### config.mk
export PLATFORM = sky130hd
export DESIGN_NAME = tm1638_responder
export DESIGN_NICKNAME = d
export VERILOG_FILES = /design/src/rtl/tm1638_pkg.sv /design/src/rtl/tm1638_bus_sync.sv /design/src/rtl/tm1638_responder.sv
export SDC_FILE = /design/constraint.sdc
export NUM_CORES = 1
export LEC_CHECK = 0
export ABC_AREA = 1
export BUFFER_PORTS_ARGS = -buffer_cell sky130_fd_sc_hd__buf_4
export CAP_MARGIN = 5
export CORE_MARGIN = 2
export CORE_UTILIZATION = 31
export CTS_CLUSTER_DIAMETER = 40
export DETAILED_ROUTE_END_ITERATION = 10
export PLACE_DENSITY_LB_ADDON = 0.08
export SYNTH_ARGS = -nofsm -noshare
export SYNTH_HDL_FRONTEND = slang
export SYNTH_SLANG_ARGS = --single-unit
### constraint.sdc
create_clock -name clk -period 2.4 [get_ports clk]
set_clock_uncertainty 0.1 [all_clocks]
set_input_delay 0 -clock clk [delete_from_list [all_inputs] [get_ports clk]]
set_output_delay 0 -clock clk [all_outputs]
set_load 0.05 [all_outputs]
### src/rtl/tm1638_pkg.sv
// -----------------------------------------------------------------------------
// tm1638_pkg
// Constants shared between the TM1638 host controller and the device-side
// responder: command prefixes, the common command bytes, and the frame FSM
// state encoding used by tm1638_responder.
// -----------------------------------------------------------------------------
package tm1638_pkg;

  // Command class, taken from bits [7:6] of the first byte of a frame
  localparam logic [1:0] C_DATA = 2'b01;
  localparam logic [1:0] C_DISP = 2'b10;
  localparam logic [1:0] C_ADDR = 2'b11;

  // Read/write selector in bits [1:0] of a data command
  localparam logic [1:0] RR_READ = 2'b10;

  // Common complete command bytes
  localparam logic [7:0] C_WRITE     = 8'h40;
  localparam logic [7:0] C_READ      = 8'h42;
  localparam logic [7:0] C_DISP_FULL = 8'h8F;
  localparam logic [7:0] C_ADDR0     = 8'hC0;

  // Frame FSM states
  typedef enum logic [2:0] {
    ST_IDLE   = 3'd0,
    ST_CMD    = 3'd1,
    ST_WDATA  = 3'd2,
    ST_RDATA  = 3'd3,
    ST_IGNORE = 3'd4
  } state_t;

  // Command class of a received command byte
  function automatic logic [1:0] cmd_prefix(input logic [7:0] cmd);
    return cmd[7:6];
  endfunction

endpackage

### src/rtl/tm1638_bus_sync.sv
// -----------------------------------------------------------------------------
// tm1638_bus_sync
// Brings one asynchronous bus wire into the clk domain and detects its edges.
// The wire passes through SYNC_STAGES flops, then one more flop that holds the
// previous synchronized value. Edge pulses are registered, so a pad edge shows
// up as a one-cycle pulse SYNC_STAGES+1 clk cycles later.
//
// Ports:
//   clk    in  1  system clock
//   rst_n  in  1  asynchronous active-low reset
//   din    in  1  raw bus wire
//   level  out 1  synchronized level, aligned with the edge pulses
//   rise   out 1  one-cycle pulse on a 0->1 transition
//   fall   out 1  one-cycle pulse on a 1->0 transition
//
// RST_VAL is the value the chain assumes during reset. A wire that is already
// at RST_VAL when reset releases produces no edge.
// -----------------------------------------------------------------------------
module tm1638_bus_sync #(
  parameter int   SYNC_STAGES = 2,
  parameter logic RST_VAL     = 1'b0
) (
  input  logic clk,
  input  logic rst_n,
  input  logic din,
  output logic level,
  output logic rise,
  output logic fall
);

  logic [SYNC_STAGES-1:0] chain;
  logic                   prev;

  // Synchronizer chain, previous-value flop and registered edge pulses
  always_ff @(posedge clk or negedge rst_n) begin
    if (!rst_n) begin
      chain <= {SYNC_STAGES{RST_VAL}};
      prev  <= RST_VAL;
      rise  <= 1'b0;
      fall  <= 1'b0;
    end else begin
      chain <= {chain[SYNC_STAGES-2:0], din};
      prev  <= chain[SYNC_STAGES-1];
      rise  <= chain[SYNC_STAGES-1] & ~prev;
      fall  <= ~chain[SYNC_STAGES-1] & prev;
    end
  end

  assign level = prev;

endmodule

### src/rtl/tm1638_responder.sv
// -----------------------------------------------------------------------------
// tm1638_responder
// Device-side model of a TM1638 on its three-wire serial bus (STB, CLK, DIO,
// LSB first). Decodes data, address and display-control commands, holds the
// 16-byte display RAM, and shifts out four key-scan bytes on read frames.
//
// Ports:
//   clk         in  1   system clock, oversamples the bus
//   rst_n       in  1   asynchronous active-low reset
//   stb         in  1   bus chip-select, active-low, asynchronous
//   sclk        in  1   bus clock from the host, asynchronous
//   dio_in      in  1   DIO pad input
//   dio_out     out 1   DIO pad output value
//   dio_oe      out 1   DIO pad output enable (1 = drive dio_out)
//   key_scan    in  32  key matrix, byte n sent as the n-th read byte
//   disp_raddr  in  4   display RAM read address
//   disp_rdata  out 8   combinational display RAM read data
//   disp_on     out 1   display enable from the last display-control command
//   brightness  out 3   pulse width from the last display-control command
//   ram_wr      out 1   one-cycle pulse per display RAM byte written
// -----------------------------------------------------------------------------
module tm1638_responder
  import tm1638_pkg::*;
#(
  parameter int SYNC_STAGES = 2
) (
  input  logic        clk,
  input  logic        rst_n,
  input  logic        stb,
  input  logic        sclk,
  input  logic        dio_in,
  output logic        dio_out,
  output logic        dio_oe,
  input  logic [31:0] key_scan,
  input  logic [3:0]  disp_raddr,
  output logic [7:0]  disp_rdata,
  output logic        disp_on,
  output logic [2:0]  brightness,
  output logic        ram_wr
);

  // Synchronized bus events
  logic stb_level;
  logic stb_rise;
  logic stb_fall;
  logic sclk_level_unused;
  logic sclk_rise;
  logic sclk_fall;
  logic dio_level;
  logic dio_rise_unused;
  logic dio_fall_unused;

  // Frame state
  state_t      state;
  logic [2:0]  bitcnt;
  logic [7:0]  rx_shift;
  logic [31:0] key_shift;
  logic [3:0]  addr;
  logic        mode_fixed;
  logic        mode_read;

  // Display RAM
  logic [7:0]  ram [16];

  // Receive-side decode
  logic        bit_take;
  logic        byte_done;
  logic [7:0]  rx_byte;
  logic        wr_en;

  // The stb chain resets low so that a strobe already held low when reset
  // releases does not look like a fresh frame start.
  tm1638_bus_sync #(
    .SYNC_STAGES (SYNC_STAGES),
    .RST_VAL     (1'b0)
  ) u_sync_stb (
    .clk   (clk),
    .rst_n (rst_n),
    .din   (stb),
    .level (stb_level),
    .rise  (stb_rise),
    .fall  (stb_fall)
  );

  tm1638_bus_sync #(
    .SYNC_STAGES (SYNC_STAGES),
    .RST_VAL     (1'b0)
  ) u_sync_sclk (
    .clk   (clk),
    .rst_n (rst_n),
    .din   (sclk),
    .level (sclk_level_unused),
    .rise  (sclk_rise),
    .fall  (sclk_fall)
  );

  tm1638_bus_sync #(
    .SYNC_STAGES (SYNC_STAGES),
    .RST_VAL     (1'b0)
  ) u_sync_dio (
    .clk   (clk),
    .rst_n (rst_n),
    .din   (dio_in),
    .level (dio_level),
    .rise  (dio_rise_unused),
    .fall  (dio_fall_unused)
  );

  // Bit capture qualification, assembled byte and RAM write enable
  always_comb begin
    // A strobe rise in the same cycle as a clock rise wins: the bit is dropped.
    bit_take  = sclk_rise & ~stb_rise & ~stb_level & (state != ST_IDLE);
    byte_done = bit_take & (bitcnt == 3'd7);
    rx_byte   = rx_shift;
    rx_byte[bitcnt] = dio_level;
    wr_en     = byte_done & (state == ST_WDATA);
  end

  // Frame FSM, command decode, key shift-out and registered outputs
  always_ff @(posedge clk or negedge rst_n) begin
    if (!rst_n) begin
      state      <= ST_IDLE;
      bitcnt     <= 3'd0;
      rx_shift   <= 8'h00;
      key_shift  <= 32'h0000_0000;
      addr       <= 4'h0;
      mode_fixed <= 1'b0;
      mode_read  <= 1'b0;
      disp_on    <= 1'b0;
      brightness <= 3'd0;
      dio_oe     <= 1'b0;
      dio_out    <= 1'b0;
      ram_wr     <= 1'b0;
    end else begin
      ram_wr <= wr_en;
      if (stb_rise) begin
        // End of frame: drop any partial byte and release the pad.
        state   <= ST_IDLE;
        bitcnt  <= 3'd0;
        dio_oe  <= 1'b0;
        dio_out <= 1'b0;
      end else begin
        if (bit_take) begin
          rx_shift <= rx_byte;
          bitcnt   <= bitcnt + 3'd1;
        end
        case (state)
          ST_IDLE: begin
            if (stb_fall) begin
              state  <= ST_CMD;
              bitcnt <= 3'd0;
            end
          end
          ST_CMD: begin
            if (byte_done) begin
              case (cmd_prefix(rx_byte))
                C_DATA: begin
                  mode_fixed <= rx_byte[2];
                  if (rx_byte[1:0] == RR_READ) begin
                    mode_read <= 1'b1;
                    key_shift <= key_scan;
                    state     <= ST_RDATA;
                  end else begin
                    mode_read <= 1'b0;
                    state     <= ST_IGNORE;
                  end
                end
                C_ADDR: begin
                  addr  <= rx_byte[3:0];
                  state <= ST_WDATA;
                end
                C_DISP: begin
                  disp_on    <= rx_byte[3];
                  brightness <= rx_byte[2:0];
                  state      <= ST_IGNORE;
                end
                default: begin
                  state <= ST_IGNORE;
                end
              endcase
            end
          end
          ST_WDATA: begin
            // 4-bit address wraps 15 -> 0 on its own.
            if (byte_done && !mode_fixed) begin
              addr <= addr + 4'd1;
            end
          end
          ST_RDATA: begin
            // Zeros shift in behind the key bytes, so after 32 bits DIO reads 0.
            if (sclk_fall) begin
              dio_oe    <= 1'b1;
              dio_out   <= key_shift[0];
              key_shift <= {1'b0, key_shift[31:1]};
            end
          end
          ST_IGNORE: begin
            state <= ST_IGNORE;
          end
          default: begin
            state <= ST_IDLE;
          end
        endcase
      end
    end
  end

  // Display RAM storage; write lands one cycle after the 8th clock-rise pulse
  always_ff @(posedge clk or negedge rst_n) begin
    if (!rst_n) begin
      for (int i = 0; i < 16; i++) begin
        ram[i] <= 8'h00;
      end
    end else if (wr_en) begin
      ram[addr] <= rx_byte;
    end
  end

  // Reads see the flop contents, so a same-cycle write returns the old byte.
  assign disp_rdata = ram[disp_raddr];

  // mode_read has no consumer inside this block; it is kept as chip state.
  logic unused_state;
  assign unused_state = &{1'b0, mode_read, sclk_level_unused, dio_rise_unused, dio_fall_unused};

endmodule

==> results by group <==
Setup path
  – R2r endpoint: key_shift[17]
  – CP Launch Type: flop
  – WP buf/inv: 1
  – Crit path launch: bitcnt[0]
  – Max FO, Critical Path: 32
  – Setup crit end kind: flop
  – R2R Setup Slk: 0.30 ns
  – CP required: 2.68 ns
  – CP max stage cell: dfrtp_1
  – R2r worst-path depth: 9
  – CP Depth: 9
  – Slowest cell delay on critical path: 0.53 ns
  – Critical Path AT: 2.38 ns
  – WS Path Type: reg -> reg
  – Worst flop-to-flop path startpoint: bitcnt[0]
  – Critical path's most frequent cell: nand2_1
  – Critical-path cell list: ha_1, ha_1, nand3_2, nand2_1, nand2_1, nor2_2, buf_4, nand3_1, nand2_1
  – Worst path top cell family by delay: simple AND/OR/NAND/NOR gates

Clock tree
  – H-tree levels: 4
  – Setup Fix Bufs, Post-CTS: 0
  – Worst-skew pair later-pin latency: 0.44 ns
  – TritonCTS Sinks: 199
  – CTS Buffer Depth: 2
  – CTS tree: done
  – Reg clk slew, reported paths: 0.08 ns
  – CTS Buf Count: 17
  – Clock Root Buffer: clkbuf_16

STA
  – # setup viols final: 0
  – Post-route minimum period: 2.10 ns
  – Slew headroom: 52.6%
  – Final hold viol count: 0
  – Unrepaired setup endpoints after global routing: false
  – Worst Tran Pin Value: 0.706 ns
  – Final Slew Violations: 0
  – Period Utilization, post-route: 87.5%
  – Fmax: 476 MHz
  – Total Neg Setup Slack: 0 ns
  – Hold slack: 0.0206 ns

Route
  – First-pass iteration count of the detailed router: 5
  – Wire per inst: 15.4 um
  – ANT nets after route: 0
  – Final wirelength: 25,500 um
  – Vias per std cell: 4.72
  – DRC violations left: 0
  – Initial DRC count: 487
  – Vias after detailed routing: 7,780

GRT
  – Largest net degree at the start of global routing: 74
  – Initial antenna violation count: 0
  – GRT overflow: 0
  – First-pass GRT wire length: 42,700 um
  – Vias in the first global route: 7,817
  – Total track usage: 16.5%

Power and ir drop
  – Total power draw: 8.95 mW
  – P_leak: 5.26 nW
  – Max VDD drop: 0.000475 V
  – Power per cell area: 783 nW/um^2

Floorplanning
  – Starting Density: 31.3%
  – I/O pin total: 56
  – Std cell rows: 64
  – Die area: 32,300 um^2
  – Die height: 180 um
  – Core area: 30,500 um^2
  – Die width: 180 um

Placed design
  – Port bufs: 55
  – Area after DPL: 10,400 um^2
  – Dpl hpwl: 16,200 um
  – GP Congestion: 0.772

Synth
  – Distinct cells, synth: 27
  – Mapped Area: 9560 um^2
  – Cells after Synth: 1,173
  – Flops & latches, synth: 199
  – Yosys warns: 0
  – Mapped Nets: 1,220
  – Post-synthesis sequential area ratio: 52.1%
  – Syn Area/Cell: 8.15 um^2

Job
  – Max-cap violations: 0

Cells and area
  – Ant. Diodes: 0
  – Commonest non-fill, non-tap cells in the layout: nand2_1 (392), dfrtp_1 (199), o21ai_0 (165), nand3_1 (103), inv_1 (94)
  – Fin area: 11,400 um^2
  – Commonest non-fill, non-tap cell in the layout: nand2_1
  – Post-layout nets: 1,288
  – Fillers: 3,175
  – Layout cell share with drive strength beyond 1: 10.9%
  – Layout area overhead: 19.6%

Min path
  – Worst Hold Class: in -> async

Outcome
  – Outcome: finished clean
-- final cells by class --
type | count | area (um^2) | area share (%)
Sequential cell | 199 | 4980 | 43.5
Multi-Input combinational cell | 803 | 3830 | 33.5
Inverter | 96 | 360 | 3.15
Clock buffer | 18 | 439 | 3.84
Timing Repair Buffer | 124 | 1140 | 10.0
Clock inverter | 14 | 188 | 1.64
Tap cell | 396 | 495 | 4.33
-- timing repair --
action	4_1_cts	5_1_grt
setup endpoints to repair	0	1
hold buffers	36	0
gates resized for setup	0	1
hold endpoints to repair	224	0
-- metal layers --
layer  wire length [um]  share of wire (%)  up-vias  GRT usage, %
met3                651                2.6       18          2.82
met1              12600                 50     3712          23.1
li1                   -                  -     3962             -
met5                  0                  0        -             0
met4                303                1.2        0          4.26
met2              11900                 47       88          26.4
-- where the power goes --
group / internal [mW] / total [mW] / leakage, nW / switching [mW]
logic: 0.603 / 1.91 / 2.27 / 1.31
clock network: 1.70 / 3.12 / 0.298 / 1.42
registers: 3.70 / 3.92 / 2.69 / 0.217
-- cell families (layout without fill, tap and decap cells) --
group                      Yosys count  after routing  share of synthesized area [%]
AOI/OAI and AO/OA                  253            253                           14.2
xor gates and xnor gates             1              1                         0.0916
adders and majority gates            6              6                          0.785
DFF                                199            199                           52.1
buffers and inverters              171            252                           7.89
and+or+nand+nor                    543            543                           25.0
-- cell usage after synthesis, drive strengths merged --
cell / count / area share (%)
o21bai: 1 / 0.079
nor2: 22 / 1.0
o211ai: 32 / 2.5
a21boi: 2 / 0.16
xor2: 1 / 0.092
clkinv: 1 / 0.039
ha: 6 / 0.79
nand3: 104 / 5.5
buf: 41 / 2.8
inv: 95 / 3.7
clkbuf: 34 / 1.3
dfrtp: 199 / 52
a211oi: 2 / 0.16
o21ai: 180 / 9.4
nand2: 394 / 16
nand4: 22 / 2.9
a21oi: 36 / 1.9
or2: 1 / 0.065
-- worst max path at each step --
stage	to	slack, ns
floorplan	key_shift[31]	0.60
finish	key_shift[17]	0.30
detailed placement	ram[124]	0.29
global route	key_shift[6]	0.03
global placement	key_shift[13]	0.31
CTS	ram[124]	0.28
-- per-stage QoR --
stage                     setup WS, ns  util, %  cells
after global routing            0.0290     37.5   1650
final                            0.299     37.5   1650
after CTS                        0.275     37.5   1650
after global placement           0.311     34.2   1582
after floorplan                  0.596        -   1173
after detailed placement         0.286     34.2   1582
-- registers in the layout, summed over array words and instances, names as in the netlist --
| signal | count |
|---|---|
| dio_oe | 1 |
| u_sync_sclk.rise | 1 |
| ram_wr | 1 |
| u_sync_sclk.level | 1 |
| mode_fixed | 1 |
| u_sync_stb.rise | 1 |
| brightness | 3 |
| u_sync_dio.level | 1 |
| addr | 4 |
| u_sync_stb.level | 1 |
| disp_on | 1 |
| u_sync_dio.chain | 2 |
| u_sync_sclk.chain | 2 |
| ram | 128 |
| rx_shift | 8 |
| bitcnt | 3 |
| key_shift | 32 |
| u_sync_stb.chain | 2 |
| u_sync_sclk.fall | 1 |
| state | 3 |
| dio_out | 1 |
| u_sync_stb.fall | 1 |
No activity file was read; power rests on OpenSTA's default activity.
